$ cat src/rtl/btn_cmd_pkg.sv
// Shared command/key definitions for the button command queue and the game FSM decoder.
package btn_cmd_pkg;

  localparam int CMD_W = 3;
  localparam int KEY_N = 5;

  localparam logic [CMD_W-1:0] CMD_NONE  = 3'd0;
  localparam logic [CMD_W-1:0] CMD_LEFT  = 3'd1;
  localparam logic [CMD_W-1:0] CMD_RIGHT = 3'd2;
  localparam logic [CMD_W-1:0] CMD_ROT   = 3'd3;
  localparam logic [CMD_W-1:0] CMD_DOWN  = 3'd4;
  localparam logic [CMD_W-1:0] CMD_DROP  = 3'd5;

  localparam int KEY_LEFT  = 0;
  localparam int KEY_RIGHT = 1;
  localparam int KEY_ROT   = 2;
  localparam int KEY_DOWN  = 3;
  localparam int KEY_DROP  = 4;

  // One-hot pick of the most urgent pending key: DROP > ROT > LEFT > RIGHT > DOWN.
  function automatic logic [KEY_N-1:0] prio_grant(input logic [KEY_N-1:0] req);
    logic [KEY_N-1:0] g;
    g = {KEY_N{1'b0}};
    if (req[KEY_DROP])       g[KEY_DROP]  = 1'b1;
    else if (req[KEY_ROT])   g[KEY_ROT]   = 1'b1;
    else if (req[KEY_LEFT])  g[KEY_LEFT]  = 1'b1;
    else if (req[KEY_RIGHT]) g[KEY_RIGHT] = 1'b1;
    else if (req[KEY_DOWN])  g[KEY_DOWN]  = 1'b1;
    else                     g = {KEY_N{1'b0}};
    return g;
  endfunction

  function automatic logic [CMD_W-1:0] grant_code(input logic [KEY_N-1:0] g);
    logic [CMD_W-1:0] c;
    if (g[KEY_DROP])       c = CMD_DROP;
    else if (g[KEY_ROT])   c = CMD_ROT;
    else if (g[KEY_LEFT])  c = CMD_LEFT;
    else if (g[KEY_RIGHT]) c = CMD_RIGHT;
    else if (g[KEY_DOWN])  c = CMD_DOWN;
    else                   c = CMD_NONE;
    return c;
  endfunction

endpackage

$ cat src/rtl/cmd_fifo.sv
// Synchronous command FIFO with flush; head valid/code are registered so they
// already reflect a push into an empty queue on the same edge.
module cmd_fifo
  import btn_cmd_pkg::*;
#(
  parameter int DEPTH = 4,
  localparam int AW = $clog2(DEPTH)
) (
  input  logic             clk,
  input  logic             rst_n,
  input  logic             push,
  input  logic [CMD_W-1:0] push_code,
  input  logic             pop,
  input  logic             flush,
  output logic [AW:0]      count,
  output logic             head_valid,
  output logic [CMD_W-1:0] head_code
);

  localparam logic [AW:0] FULL    = (AW+1)'(DEPTH);
  localparam logic [AW:0] CNT_ONE = (AW+1)'(1);
  localparam logic [AW:0] CNT_0   = (AW+1)'(0);

  logic [CMD_W-1:0] mem_q [DEPTH];
  logic [CMD_W-1:0] mem_d [DEPTH];
  logic [AW-1:0]    wr_q, wr_d, rd_q, rd_d;
  logic [AW:0]      count_q, count_d;
  logic             valid_q, valid_d;
  logic [CMD_W-1:0] code_q, code_d;
  logic             push_s, pop_s;

  // Next-state for storage, pointers, occupancy and the registered head.
  always_comb begin
    mem_d   = mem_q;
    wr_d    = wr_q;
    rd_d    = rd_q;
    count_d = count_q;
    pop_s   = pop && (count_q != CNT_0);
    push_s  = push && ((count_q < FULL) || pop_s);
    if (flush) begin
      wr_d    = {AW{1'b0}};
      rd_d    = {AW{1'b0}};
      count_d = CNT_0;
    end else begin
      if (push_s) begin
        mem_d[wr_q] = push_code;
        wr_d        = wr_q + AW'(1);
      end else begin
        wr_d = wr_q;
      end
      if (pop_s) begin
        rd_d = rd_q + AW'(1);
      end else begin
        rd_d = rd_q;
      end
      case ({push_s, pop_s})
        2'b10:   count_d = count_q + CNT_ONE;
        2'b01:   count_d = count_q - CNT_ONE;
        default: count_d = count_q;
      endcase
    end
    valid_d = (count_d != CNT_0);
    code_d  = valid_d ? mem_d[rd_d] : CMD_NONE;
  end

  // State registers.
  always_ff @(posedge clk or negedge rst_n) begin
    if (!rst_n) begin
      for (int i = 0; i < DEPTH; i++) mem_q[i] <= CMD_NONE;
      wr_q    <= {AW{1'b0}};
      rd_q    <= {AW{1'b0}};
      count_q <= CNT_0;
      valid_q <= 1'b0;
      code_q  <= CMD_NONE;
    end else begin
      mem_q   <= mem_d;
      wr_q    <= wr_d;
      rd_q    <= rd_d;
      count_q <= count_d;
      valid_q <= valid_d;
      code_q  <= code_d;
    end
  end

  assign count      = count_q;
  assign head_valid = valid_q;
  assign head_code  = code_q;

endmodule

$ cat src/rtl/btn_cmd_queue.sv
// Turns debounced key press pulses into an ordered, priority-serialised command
// stream with a sticky flag for presses that had to be merged.
module btn_cmd_queue
  import btn_cmd_pkg::*;
#(
  parameter int DEPTH = 4,
  localparam int AW = $clog2(DEPTH)
) (
  input  logic             clk,
  input  logic             rst_n,
  input  logic             key_left,
  input  logic             key_right,
  input  logic             key_rot,
  input  logic             key_down,
  input  logic             key_drop,
  input  logic             flush,
  output logic             cmd_valid,
  output logic [CMD_W-1:0] cmd_code,
  input  logic             cmd_ready,
  output logic [AW:0]      cmd_count,
  output logic             evt_lost
);

  logic [KEY_N-1:0] pend_q, pend_d;
  logic             evt_lost_q, evt_lost_d;
  logic [KEY_N-1:0] pulse_s, grant_s;
  logic             pop_s, push_ok_s, push_s;
  logic [CMD_W-1:0] push_code_s;

  // Grant one pending key per cycle when the FIFO can take it; track merges.
  always_comb begin
    pulse_s     = {key_drop, key_down, key_rot, key_right, key_left};
    pop_s       = cmd_valid && cmd_ready && !flush;
    push_ok_s   = (cmd_count < (AW+1)'(DEPTH)) || pop_s;
    grant_s     = (push_ok_s && !flush) ? prio_grant(pend_q) : {KEY_N{1'b0}};
    push_s      = |grant_s;
    push_code_s = grant_code(grant_s);
    if (flush) begin
      pend_d     = {KEY_N{1'b0}};
      evt_lost_d = 1'b0;
    end else begin
      pend_d     = (pend_q & ~grant_s) | pulse_s;
      evt_lost_d = evt_lost_q | (|(pulse_s & pend_q & ~grant_s));
    end
  end

  // Pending latch and sticky loss flag.
  always_ff @(posedge clk or negedge rst_n) begin
    if (!rst_n) begin
      pend_q     <= {KEY_N{1'b0}};
      evt_lost_q <= 1'b0;
    end else begin
      pend_q     <= pend_d;
      evt_lost_q <= evt_lost_d;
    end
  end

  cmd_fifo #(.DEPTH(DEPTH)) u_fifo (
    .clk        (clk),
    .rst_n      (rst_n),
    .push       (push_s),
    .push_code  (push_code_s),
    .pop        (pop_s),
    .flush      (flush),
    .count      (cmd_count),
    .head_valid (cmd_valid),
    .head_code  (cmd_code)
  );

  assign evt_lost = evt_lost_q;

endmodule

$ cat config.mk
export PLATFORM = sky130hd
export DESIGN_NAME = btn_cmd_queue
export DESIGN_NICKNAME = d
export VERILOG_FILES = /design/src/rtl/btn_cmd_pkg.sv /design/src/rtl/cmd_fifo.sv /design/src/rtl/btn_cmd_queue.sv
export SDC_FILE = /design/constraint.sdc
export NUM_CORES = 1
export LEC_CHECK = 0
export ABC_AREA = 1
export CAP_MARGIN = 20
export CORE_ASPECT_RATIO = 1.4
export CORE_MARGIN = 1.5
export CORE_UTILIZATION = 30
export DETAILED_ROUTE_END_ITERATION = 8
export SLEW_MARGIN = 10
export SYNTH_ARGS = -nofsm -noshare
export SYNTH_HDL_FRONTEND = slang
export SYNTH_SLANG_ARGS = --single-unit
$ cat constraint.sdc
create_clock -name clk -period 7.2 [get_ports clk]
set_input_delay 0.72 -clock clk [delete_from_list [all_inputs] [get_ports clk]]
set_output_delay 0.72 -clock clk [all_outputs]
set_load 0.01 [all_outputs]
==> flow_summary.html <==
<table>
<tr><th>Metric</th><th>Value</th></tr>
<tr><th colspan="2">Timing</th></tr>
<tr><td>Pins over their slew limit</td><td>0</td></tr>
<tr><td>Worst setup skew after layout</td><td>0.002821 ns</td></tr>
<tr><td>Slew at the pin with the worst max-slew slack</td><td>0.4155 ns</td></tr>
<tr><td>Final worst path period need</td><td>3.586 ns</td></tr>
<tr><td>Slew Limit Headroom</td><td>72.21%</td></tr>
<tr><td>Count of final hold-check violations</td><td>0</td></tr>
<tr><td>Highest Clock Rate</td><td>0.2789 GHz</td></tr>
<tr><td>Post-route fraction of the period consumed by the critical path</td><td>49.81%</td></tr>
<tr><td>Final-layout worst hold slack</td><td>0.5179 ns</td></tr>
<tr><td>Sum Neg Setup Slack</td><td>0 ns</td></tr>
<tr><td>Final setup viols</td><td>0</td></tr>
<tr><td>Setup repair after global routing missed its margin</td><td>no</td></tr>
<tr><th colspan="2">Synthesis</th></tr>
<tr><td>Synthesized cell area</td><td>1700 µm²</td></tr>
<tr><td>Seq/Total Area, Yosys</td><td>42.68%</td></tr>
<tr><td>Compound-Gate Fraction of Synth Area</td><td>7.138%</td></tr>
<tr><td>Share of synthesized cell area in full adder, half adder and majority cells</td><td>4.857%</td></tr>
<tr><td>Portion of netlist area occupied by mux cells</td><td>0%</td></tr>
<tr><td>Largest family of logic cells by synthesized area</td><td>simple AND/OR/NAND/NOR gates</td></tr>
<tr><td>Area fraction of the dominant cell type after synthesis</td><td>42.68%</td></tr>
<tr><td>Number of different library cells in the post-synthesis netlist</td><td>26</td></tr>
<tr><td>Flip-flop and latch count after synthesis</td><td>29</td></tr>
<tr><td>Largest cells by area after synthesis</td><td>dfrtp_1 43%, nand2_1 13%, nand3_1 7.9%</td></tr>
<tr><td>Simple-gate share of the synthesized area</td><td>36.13%</td></tr>
<tr><td>Post-synth top area cell</td><td>dfrtp_1</td></tr>
<tr><td>Post-synth net total</td><td>239</td></tr>
<tr><td>Xor/xnor cell area share of the yosys netlist</td><td>0%</td></tr>
<tr><td>Average instance area after synthesis</td><td>7.591 µm²</td></tr>
<tr><td>Gate count of the mapped netlist</td><td>224</td></tr>
<tr><td>Number of warnings issued by yosys</td><td>0</td></tr>
<tr><th colspan="2">Global route</th></tr>
<tr><td>Largest net degree at the start of global routing</td><td>30</td></tr>
<tr><td>Total routing resource utilization after global routing</td><td>14.27%</td></tr>
<tr><td>Vias in the first global route</td><td>1483</td></tr>
<tr><td>First-pass GRT wire length</td><td>6637 µm</td></tr>
<tr><td>Congestion Overflow GR</td><td>0</td></tr>
<tr><td>Antenna violations before repair</td><td>0</td></tr>
<tr><th colspan="2">Worst setup path</th></tr>
<tr><td>Sort of element at the end of the critical path</td><td>register</td></tr>
<tr><td>Arrival time of the worst setup path</td><td>3.76 ns</td></tr>
<tr><td>Worst Path Required</td><td>7.38 ns</td></tr>
<tr><td>Worst setup SP type</td><td>primary input</td></tr>
<tr><td>End of the worst register-to-register path</td><td>u_fifo.head_code[0]</td></tr>
<tr><td>Worst r2r path cells</td><td>15</td></tr>
<tr><td>Origin of the critical flop-to-flop path</td><td>u_fifo.count[2]</td></tr>
<tr><td>R2R Setup Slk</td><td>4.23 ns</td></tr>
<tr><td>Classification of the worst setup path</td><td>in -&gt; reg</td></tr>
<tr><td>Critical path peak fanout</td><td>19</td></tr>
<tr><th colspan="2">Place</th></tr>
<tr><td>Post-detailed-placement half-perimeter wirelength</td><td>2875 µm</td></tr>
<tr><td>Final estimated routing congestion in global placement</td><td>0.7735</td></tr>
<tr><td>Number of I/O port buffers</td><td>16</td></tr>
<tr><td>Post-DP Area</td><td>1927 µm²</td></tr>
<tr><th colspan="2">Routing</th></tr>
<tr><td>Drt initial violations</td><td>35</td></tr>
<tr><td>Final wirelength</td><td>3718 µm</td></tr>
<tr><td>Number of iterations in the first detailed-routing pass</td><td>4</td></tr>
<tr><td>DR vias</td><td>1421</td></tr>
<tr><td>Number of vias per cell after detailed routing</td><td>4.511</td></tr>
<tr><td>Routed length per placed instance</td><td>11.80 µm</td></tr>
<tr><td>Drt drc</td><td>0</td></tr>
<tr><td>Post-DRT Antenna Nets</td><td>0</td></tr>
<tr><th colspan="2">Die</th></tr>
<tr><td>Count of boundary I/O pins</td><td>17</td></tr>
<tr><td>Die boundary width</td><td>66.63 µm</td></tr>
<tr><td>Placement Rows</td><td>32</td></tr>
<tr><td>Area enclosed by the die boundary</td><td>6135 µm²</td></tr>
<tr><td>Initial cell density of the core</td><td>31.00%</td></tr>
<tr><td>Core Box Area</td><td>5485 µm²</td></tr>
<tr><td>Height of the die</td><td>92.08 µm</td></tr>
<tr><th colspan="2">Power</th></tr>
<tr><td>Leakage dissipation</td><td>1.039 nW</td></tr>
<tr><td>Power density normalized to cell area</td><td>285.0 nW/µm²</td></tr>
<tr><td>Largest vdd supply drop</td><td>0.0001074 V</td></tr>
<tr><td>Total power</td><td>0.0005780 W</td></tr>
<tr><th colspan="2">Finish</th></tr>
<tr><td>Ant diodes</td><td>0</td></tr>
<tr><td>Final core occ</td><td>36.98%</td></tr>
<tr><td>Fill cells</td><td>560</td></tr>
<tr><td>Sequential standard cell area</td><td>725.7 µm²</td></tr>
<tr><td>Area of the multi-input gates</td><td>818.3 µm²</td></tr>
<tr><td>Post-route cell area</td><td>2028 µm²</td></tr>
<tr><td>Share of final-layout standard cells stronger than drive strength 1</td><td>9.717%</td></tr>
<tr><td>Net count, final</td><td>261</td></tr>
<tr><td>Layout overhead on the synthesized area</td><td>19.28%</td></tr>
<tr><th colspan="2">Clock tree</th></tr>
<tr><td>Clk Tree Root Cell</td><td>clkbuf_8</td></tr>
<tr><td>CTS tree</td><td>yes</td></tr>
<tr><td>Cts-stage hold buffer count</td><td>0</td></tr>
<tr><td># H-tree levels</td><td>2</td></tr>
<tr><td>Total number of clock tree sinks</td><td>29</td></tr>
<tr><td>TritonCTS buffer count</td><td>5</td></tr>
<tr><td>Worst-path clk slew</td><td>0.06 ns</td></tr>
<tr><td>Postcts setup bufs</td><td>0</td></tr>
<tr><td>Resized Gates After CTS</td><td>0</td></tr>
<tr><td>Clock latency on the worst-skew pair</td><td>0.28 ns</td></tr>
<tr><td>Deepest clock path buffer count</td><td>2</td></tr>
<tr><th colspan="2">Min path</th></tr>
<tr><td>Type of the most critical hold path</td><td>reg -&gt; reg</td></tr>
<tr><td>Worst hold path endpoint</td><td>evt_lost</td></tr>
<tr><td>Worst Hold Path Cells</td><td>2</td></tr>
<tr><td>HP Start</td><td>evt_lost</td></tr>
<tr><th colspan="2">Run</th></tr>
<tr><td>Max-cap check violation count</td><td>0</td></tr>
<tr><th colspan="2">Run status</th></tr>
<tr><td>Status</td><td>complete, no violations</td></tr>
</table>
[flip-flops by register name (all words and copies together), names as in the netlist]
name               flops
u_fifo.rd_q            2
u_fifo.mem_q          12
u_fifo.count           3
u_fifo.head_valid      1
u_fifo.head_code       3
evt_lost               1
pend_q                 5
u_fifo.wr_q            2
[critical path, stage by stage]
cell and delay [ns]:
clkdlybuf4s50_1 0.62, a21oi_4 0.38, nand2_4 0.15, nand3_4 0.24, inv_4 0.09, ha_1 0.23
fa_1 0.39, nand2_1 0.08, nand2_1 0.04, nor2_1 0.11, nand2_1 0.06, nand2_1 0.06
nor2_1 0.05, or3_1 0.39, nand2_1 0.10, nor2_1 0.05
[per-layer routing]
layer,vias to the layer above,part of all wire [%],wire (µm),global-route usage [%]
met2,25,50,1876,24.08
met5,-,0,0,0
met1,639,44,1635,16.77
met3,14,1.7,62,2.209
met4,0,3.9,144,7.993
li1,743,-,-,-
[synth_stat cells]
cell      instances
buf_8             1
o211ai_1          1
inv_1            32
nor2_2            3
or2_2             2
nand2_4           3
ha_1              5
a21oi_1           7
dfrtp_1          29
nand2_1          59
or3_1             1
buf_6             1
nand3_4           1
nand2_2           3
nand3_1          27
or2_1             1
fa_1              1
inv_2             1
nor2_1           22
a21oi_4           1
inv_4             1
and2_1            6
nand4_1           3
o31ai_1           1
nor3_1            1
o21ai_0          11
[worst max-delay path by stage]
stage	startpoint	to	slack [ns]	cells past startpoint
2_1_floorplan	flush	u_fifo.head_code[0]	4.24	16
3_3_place_gp	flush	u_fifo.head_code[0]	3.42	16
3_5_place_dp	flush	u_fifo.head_code[0]	3.32	16
4_1_cts	flush	u_fifo.head_code[0]	3.61	16
5_1_grt	flush	u_fifo.head_code[1]	3.31	16
6_report	flush	u_fifo.head_code[0]	3.61	16
[placed cells by master (no fill, tap or decap), types with 3 or more instances in the layout]
master           Yosys  routed
nand2_1             59      59
inv_1               32      32
dfrtp_1             29      29
nand3_1             27      27
nor2_1              22      22
clkdlybuf4s50_1      0      16
o21ai_0             11      11
a21oi_1              7       7
clkbuf_8             0       7
and2_1               6       6
ha_1                 5       5
nor2_2               3       3
nand2_2              3       3
nand2_4              3       3
nand4_1              3       3
[where the power goes]
| part | total, W | switching (W) | internal (W) | leakage (nW) |
|---|---|---|---|---|
| combinational | 0.000202 | 0.000116 | 0.0000851 | 0.639 |
| clock | 0.000148 | 0.0000614 | 0.0000862 | 0.0542 |
| sequential | 0.000229 | 0.0000215 | 0.000207 | 0.345 |
[stage by stage]
stage,setup WS [ns],std cells
floorplan,4.243,224
global placement,3.416,307
detailed placement,3.322,307
CTS,3.614,315
global route,3.314,315
finish,3.614,315
[cell families (layout without fill, tap and decap cells)]
family,Yosys count,count (layout)
flops,29,29
compound gates,21,21
fa+ha+maj,6,6
simple gates,132,132
buf+inv,36,59
[cell type report]
type                       instances  share of cell area, %
clock buffer                       7                  4.750
clock inverter                     1                 0.2468
inverter                          34                  6.416
multi-input combinational        159                  40.35
sequential                        29                  35.78
tap                               68                  4.195
timing repair buffer              17                  8.266
No activity file was read; power rests on OpenSTA's default activity.
